### src/rtl/switch_pkg.sv
// switch_pkg: shared switch-bank sizing and debounce timing helpers.
package switch_pkg;
  localparam int DEFAULT_N_SW = 6;
  localparam int DEFAULT_CLK_HZ = 50_000_000;
  localparam int DEFAULT_DEBOUNCE_MS = 10;
  function automatic int calc_stable_cyc(input int clk_hz, input int ms);
    return clk_hz / 1000 * ms;
  endfunction
endpackage

### src/rtl/debounce_channel.sv
// debounce_channel: one switch line, synchronised, debounced, with edge pulses.
module debounce_channel #(
  parameter int STABLE_CYC = 4,
  parameter int CNT_W = 3
) (
  input  logic clock,
  input  logic reset_n,
  input  logic raw,
  output logic stable,
  output logic rise,
  output logic fall
);
  localparam logic [CNT_W-1:0] LAST = CNT_W'(STABLE_CYC - 1);
  logic meta_q, sync_q, stable_q, stable_d, rise_q, rise_d, fall_q, fall_d, commit;
  logic [CNT_W-1:0] cnt_q, cnt_d;
  always_comb begin
    commit = (sync_q != stable_q) && (cnt_q == LAST);
    cnt_d = (sync_q == stable_q || commit) ? '0 : cnt_q + 1'b1;
    stable_d = commit ? sync_q : stable_q;
    rise_d = commit & sync_q;
    fall_d = commit & ~sync_q;
  end
  always_ff @(posedge clock or negedge reset_n) begin
    if (!reset_n) begin
      meta_q <= 1'b0;
      sync_q <= 1'b0;
      cnt_q <= '0;
      stable_q <= 1'b0;
      rise_q <= 1'b0;
      fall_q <= 1'b0;
    end else begin
      meta_q <= raw;
      sync_q <= meta_q;
      cnt_q <= cnt_d;
      stable_q <= stable_d;
      rise_q <= rise_d;
      fall_q <= fall_d;
    end
  end
  assign stable = stable_q;
  assign rise = rise_q;
  assign fall = fall_q;
endmodule

### src/rtl/switch_debouncer.sv
// switch_debouncer: bank of independent debounced switch channels with change flag.
module switch_debouncer
  import switch_pkg::*;
#(
  parameter int N_SW = DEFAULT_N_SW,
  parameter int CLK_HZ = DEFAULT_CLK_HZ,
  parameter int DEBOUNCE_MS = DEFAULT_DEBOUNCE_MS
) (
  input  logic            clock,
  input  logic            reset_n,
  input  logic [0:N_SW-1] sw_raw,
  output logic [0:N_SW-1] sw_stable,
  output logic [0:N_SW-1] sw_rise,
  output logic [0:N_SW-1] sw_fall,
  output logic            any_change
);
  localparam int STABLE_CYC = calc_stable_cyc(CLK_HZ, DEBOUNCE_MS);
  localparam int CNT_W = $clog2(STABLE_CYC + 1);
  for (genvar i = 0; i < N_SW; i++) begin : g_ch
    debounce_channel #(.STABLE_CYC(STABLE_CYC), .CNT_W(CNT_W)) u_ch (
      .clock  (clock),
      .reset_n(reset_n),
      .raw    (sw_raw[i]),
      .stable (sw_stable[i]),
      .rise   (sw_rise[i]),
      .fall   (sw_fall[i])
    );
  end
  assign any_change = |(sw_rise | sw_fall);
endmodule

### config.mk
export PLATFORM = sky130hd
export DESIGN_NAME = switch_debouncer
export DESIGN_NICKNAME = d
export VERILOG_FILES = /design/src/rtl/switch_pkg.sv /design/src/rtl/debounce_channel.sv /design/src/rtl/switch_debouncer.sv
export SDC_FILE = /design/constraint.sdc
export NUM_CORES = 1
export LEC_CHECK = 0
export ABC_AREA = 1
export CORE_MARGIN = 2
export CORE_UTILIZATION = 36
export DETAILED_ROUTE_END_ITERATION = 16
export DONT_BUFFER_PORTS = 1
export PLACE_DENSITY = 0.53
export SLEW_MARGIN = 10
export SYNTH_ARGS = -nofsm -noshare
export SYNTH_HDL_FRONTEND = slang
export SYNTH_SLANG_ARGS = --single-unit
### constraint.sdc
create_clock -name clock -period 1.6 [get_ports clock]
set_clock_uncertainty 0.05 [all_clocks]
set_input_delay 0.48 -clock clock [delete_from_list [all_inputs] [get_ports clock]]
set_output_delay 0.48 -clock clock [all_outputs]
set_load 0.005 [all_outputs]
# ---- Yosys cells after proc, flatten, opt, wreduce, memory -nomap -nowiden
# Index checks and enable logic that the tools add are counted.
dict set report word_totals {
  wordCells 98
  output_inout_bits 19
  in_bits 8
  ff_bits 144
}
dict set report classes {
  muxes 6
  eq_ne 18
  reduce_logical 13
  n_bitwise 19
  addsub 6
}
# operator count
set ops {}
lappend ops {{$add A19 B1 Y19 const B} 6}
lappend ops {{$eq A19 B19 Y1 const B} 6}
lappend ops {{$mux W19} 6}
lappend ops {{$and A1 B1 Y1} 12}
lappend ops {{$eq A1 B1 Y1} 6}
lappend ops {{$logic_and A1 B1 Y1} 6}
lappend ops {{$logic_or A1 B1 Y1} 6}
lappend ops {{$ne A1 B1 Y1} 6}
lappend ops {{$not A1 Y1} 6}
lappend ops {{$or A6 B6 Y6} 1}
lappend ops {{$reduce_or A6 Y1} 1}

# ---- Longest topological paths before layout
dict set report depth {
  depth_word 4
  depth_mapped 9
  depth_no_buf 9
}

# ---- Hierarchy
# Synthesis repeated with hierarchy kept, for this count alone.
dict set report hier_totals {
  hier_cells 947
  hier_area_um2 7490.9
}
# module area_each_um2 seq_area_each_um2 cells_per_inst n_inst
set by_module_without_submodules {}
lappend by_module_without_submodules {debounce_channel 1241.2 600.6 156 6}
lappend by_module_without_submodules {switch_debouncer 43.8 0.0 11 1}

# ---- Worst setup path after synthesis
# Ideal clock, no wire load.
dict set report synth_timing {
  path_kind {register to register}
  from {reg g_ch[3].u_ch.cnt_q[0]}
  to {reg g_ch[3].u_ch.cnt_q[16]}
  stages_incl_launch_ff 8
  required_ns 1.431
  slack_ns 0.192
  arrival_ns 1.239
  setup_ns 0.119
  path_buffers 1
  synth_period_minus_slack_ns 1.408
  path_cell_list {dfrtp_1 ha_1 nand2_1 nor2_4 nand3_2 nand2_4 buf_6 nor2_1}
}
dict set report synth_between {
  elab_chain_cells 4
  elab_cells_between_ends 5
  classes_between {add/sub (1); eq/ne (1); mux (1); reduce/logical (2)}
}
# item line
set synth_lines {}
lappend synth_lines {{from (decl)} debounce_channel.sv:15} ;# logic [CNT_W-1:0] cnt_q, cnt_d;
lappend synth_lines {{from (signal assigned)} debounce_channel.sv:34} ;# cnt_q <= cnt_d;
lappend synth_lines {{parallel branches: the longest is 3 deep, another holds $add A19 B1 Y19} -}
lappend synth_lines {{$mux W19 *} debounce_channel.sv:18} ;# cnt_d = (sync_q == stable_q || commit) ? '0 : cnt_q + 1'b1;
lappend synth_lines {{named net g_ch[3].u_ch.cnt_d[16]} debounce_channel.sv:15}
# Mark *: on every way through the listed nets, which the timed path passes.
# A chain may end at the register's enable or synchronous reset.

# ---- Worst setup path in the final report
dict set report layout_timing {
  from {reg g_ch[5].u_ch.rise_q}
  to {out any_change}
}
dict set report layout_between {
  elab_chain_cells 2
}
# item line
set layout_lines {}
lappend layout_lines {{from (decl)} debounce_channel.sv:14} ;# logic meta_q, sync_q, stable_q, stable_d, rise_q, rise_d, fall_q, fall_d, commit;
lappend layout_lines {{from (signal assigned)} debounce_channel.sv:36} ;# rise_q <= rise_d;
lappend layout_lines {{$or A6 B6 Y6} switch_debouncer.sv:29} ;# assign any_change = |(sw_rise | sw_fall);
lappend layout_lines {{$reduce_or A6 Y1} switch_debouncer.sv:29}
lappend layout_lines {{to (decl)} switch_debouncer.sv:15} ;# output logic any_change
# Every way passes these cells.

==> flow_metrics.env <==
export IMPL_status="finished, violations left"
export IMPL_failed_checks="hold timing, setup timing"
export IMPL_drtIter0Drc=265
export IMPL_switchingPower_mw=1.656
export IMPL_yosysTopAreaCell="dfrtp_1"
export IMPL_p_total_mw=7.829
export IMPL_setup_tns_ns=-0.2827
export IMPL_gp_congestion=0.8371
export IMPL_postSynthCellCount=991
export IMPL_nets=1027
export IMPL_slew_viol_final=0
export IMPL_die_area_sq_mm=0.02280
export IMPL_rsz0062_at_grt="yes"
export IMPL_grt_pass1_wl_um=27140
export IMPL_clockRootBuffer="clkbuf_16"
export IMPL_synth_edff_count=0
export IMPL_finalHoldViolCount=144
export IMPL_register_area_sq_mm=0.003605
export IMPL_syn_nets=1005
export IMPL_async_flop_share_pct=100.0
export IMPL_grt_total_usage_pct=14.98
export IMPL_wirelength_um=15740
export IMPL_numPortBuffers=0
export IMPL_combPwrFrac_pct=2.1
export IMPL_worst_skew_pair_late_latency_ns=0.42
export IMPL_power_switching_share_pct=21.16
export IMPL_yosysMostFrequentCell="nor2_1"
export IMPL_multi_input_area_sq_mm=0.003636
export IMPL_clockBufferDepth=2
export IMPL_final_util_pct=41.60
export IMPL_finalSetupViolCount=1
export IMPL_path_clk_slew_ns=0.06
export IMPL_netlist_area_sq_mm=0.007779
export IMPL_worst_setup_path_start_kind="register"
export IMPL_synth_top_area_share_pct=46.32
export IMPL_routedWlPerCell_um=12.10
export IMPL_die_h_um=151.0
export IMPL_power_density_mw_per_mm2=892.4
export IMPL_grt_max_degree=145
export IMPL_final_antenna_net_count=0
export IMPL_die_w_um=151.0
export IMPL_drt_first_pass_iters=5
export IMPL_clockPowerShare_pct=50.2
export IMPL_yosysWarnings=0
export IMPL_setup_slack_ns=-0.2827
export IMPL_intPower_mw=6.173
export IMPL_synth_ff_type="dfrtp_1"
export IMPL_period_share_pct=117.7
export IMPL_slew_headroom_pct=52.64
export IMPL_num_rows=53
export IMPL_power_frac_seq_pct=47.7
export IMPL_maxCapViolCount=0
export IMPL_start_util_pct=36.89
export IMPL_antenna_found_initial=0
export IMPL_dp_cells=1267
export IMPL_fin_cells=1301
export IMPL_core_area_sq_mm=0.02109
export IMPL_grt_pass1_vias=5752
export IMPL_fill_cells=2181
export IMPL_worstSetupEndpointType="output pin"
export IMPL_viasPerCell=4.537
export IMPL_num_antenna_cells=0
export IMPL_cts_sinks=144
export IMPL_critPathKind="register to output pin"
export IMPL_synthTopCellsByArea="dfrtp_1, nor2_1, nand2_1"
export IMPL_cts_tree="yes"
export IMPL_dpl_worst_slack_ns=0.07733
export IMPL_ios=27
export IMPL_vias=5903
export IMPL_overflow=0
export IMPL_ir_drop_mv=0.5652
export IMPL_synth_seq_cells=144
export IMPL_fin_crit_ns=1.883
export IMPL_hold_slack_ns=-0.2917
export IMPL_max_freq_mhz=531.2
export IMPL_hpwl_um=11090
export IMPL_ys_top_cells_by_count="nor2_1, nand2_1, dfrtp_1, inv_1, nand3_1"
export IMPL_cts_buffers=17
export IMPL_synth_seq_area_share_pct=46.32
export IMPL_holdCritPathClass="input pin to async pin"
export IMPL_crit_required_ns=1.07
export IMPL_drc=0
export IMPL_p_leak_nw=3.837
export IMPL_worstMarginPinSlew_ns=0.7080
export IMPL_synthToLayoutAreaGrowth_pct=12.79
export IMPL_synth_distinct_cells=27
export IMPL_postSynthAreaPerCell_sq_um=7.849
export IMPL_worstPathArrival_ns=1.35
export IMPL_ctsHtreeMaxLevel=4
export IMPL_worstPathMaxFanout=2
export IMPL_drive_above_1_share_pct=12.48
-- timing repair --
| item | 4_1_cts | 5_1_grt |
|---|---|---|
| gates cloned | 0 | 1 |
| gates resized for setup | 2 | 9 |
| pin swaps | 0 | 3 |
| hold endpoints to repair | 144 | 144 |
| endpoints found under the setup margin | 1 | 39 |
| buffers inserted | 0 | 1 |
-- worst max-delay path: stages (launching register included) --
cell and delay [ns]:
dfrtp_1 0.42, nor4_1 0.28, buf_4 0.16, nand3_4 0.08
-- kinds of logic (layout without fill, tap and decap cells) --
| group | count (synthesis) | in the layout | share of synthesized area (%) |
|---|---|---|---|
| AO/OA/AOI/OAI | 20 | 20 | 1.544 |
| XOR/XNOR | 69 | 69 | 7.769 |
| adder cells (fa/ha/maj) | 6 | 6 | 0.9651 |
| buffers and inverters | 133 | 167 | 7.978 |
| flip-flops | 144 | 144 | 46.32 |
| AND/OR/NAND/NOR | 619 | 620 | 35.42 |
-- placed cells by master (no fill, tap or decap), types with 6 or more instances in the layout --
| cell type | synthesis | routed |
|---|---|---|
| inv_1 | 105 | 105 |
| nor2_2 | 29 | 29 |
| nand3_1 | 73 | 72 |
| nor2_1 | 225 | 225 |
| nand3_2 | 8 | 7 |
| ha_1 | 6 | 6 |
| xnor2_1 | 22 | 22 |
| nand2_1 | 222 | 221 |
| nor2_4 | 9 | 9 |
| nand4_1 | 16 | 16 |
| buf_4 | 18 | 26 |
| nor3_1 | 12 | 12 |
| o21bai_1 | 8 | 8 |
| xor2_1 | 47 | 47 |
| clkbuf_16 | 0 | 17 |
| a21oi_1 | 8 | 8 |
| nand2_2 | 9 | 10 |
| dfrtp_1 | 144 | 143 |
-- state kept, by name (all words and copies together), names as in the netlist --
register / count
g_ch.u_ch.sync_q: 6
g_ch.u_ch.cnt_q: 114
g_ch.u_ch.fall: 6
g_ch.u_ch.rise: 6
g_ch.u_ch.meta_q: 6
g_ch.u_ch.stable: 6
-- through the flow --
stage	area (sq um)	hold WS, ns
floorplan	7779	0.1344
global placement	8099	0.1398
detailed placement	8099	0.1400
CTS	8695	-0.3099
global route	8773	-0.3225
finish	8773	-0.2917
-- power groups by stage --
stage / logic [mW] / registers, mW / clock network [mW]
3_3_place_gp: 0.159 / 3.80 / 0
3_5_place_dp: 0.159 / 3.80 / 0
4_1_cts: 0.160 / 3.74 / 4.07
2_1_floorplan: 0.142 / 3.79 / 0
5_1_grt: 0.195 / 3.74 / 4.23
6_report: 0.165 / 3.74 / 3.93
-- routing by layer --
metal	up-vias	global-route usage (%)	wire length, um
met2	68	23.70	6994
met3	9	4.066	524
met4	0	3.692	132
li1	3088	-	-
met5	-	0	0
met1	2738	20.46	8089
-- worst paths after layout --
check / startpoint / endpoint / slack [ns] / cells past startpoint
worst max-delay path: g_ch[5].u_ch.rise$_DFF_PN0_ / any_change / -0.28 / 3
worst min-delay path: reset_n / g_ch[2].u_ch.cnt_q[15]$_DFF_PN0_ / -0.29 / 0
max in group asynchronous: reset_n / g_ch[0].u_ch.rise$_DFF_PN0_ / 1.45 / 0
worst max register to register: g_ch[5].u_ch.stable$_DFFE_PN0P_ / g_ch[5].u_ch.cnt_q[11]$_DFF_PN0_ / 0.10 / 3
worst min register to register: g_ch[0].u_ch.meta_q$_DFF_PN0_ / g_ch[0].u_ch.sync_q$_DFF_PN0_ / 0.30 / 0
min in group clock: sw_raw[1] / g_ch[1].u_ch.meta_q$_DFF_PN0_ / 0.04 / 0
-- cell type report --
cell class                 count  area share [%]
clock buffer                  23           5.448
clock inverter                 9           1.212
inverter                     109           4.663
multi-input combinational    715           41.44
sequential                   144           41.09
tap                          275           3.922
timing repair buffer          26           2.225
(Power assumes the default switching activity.)
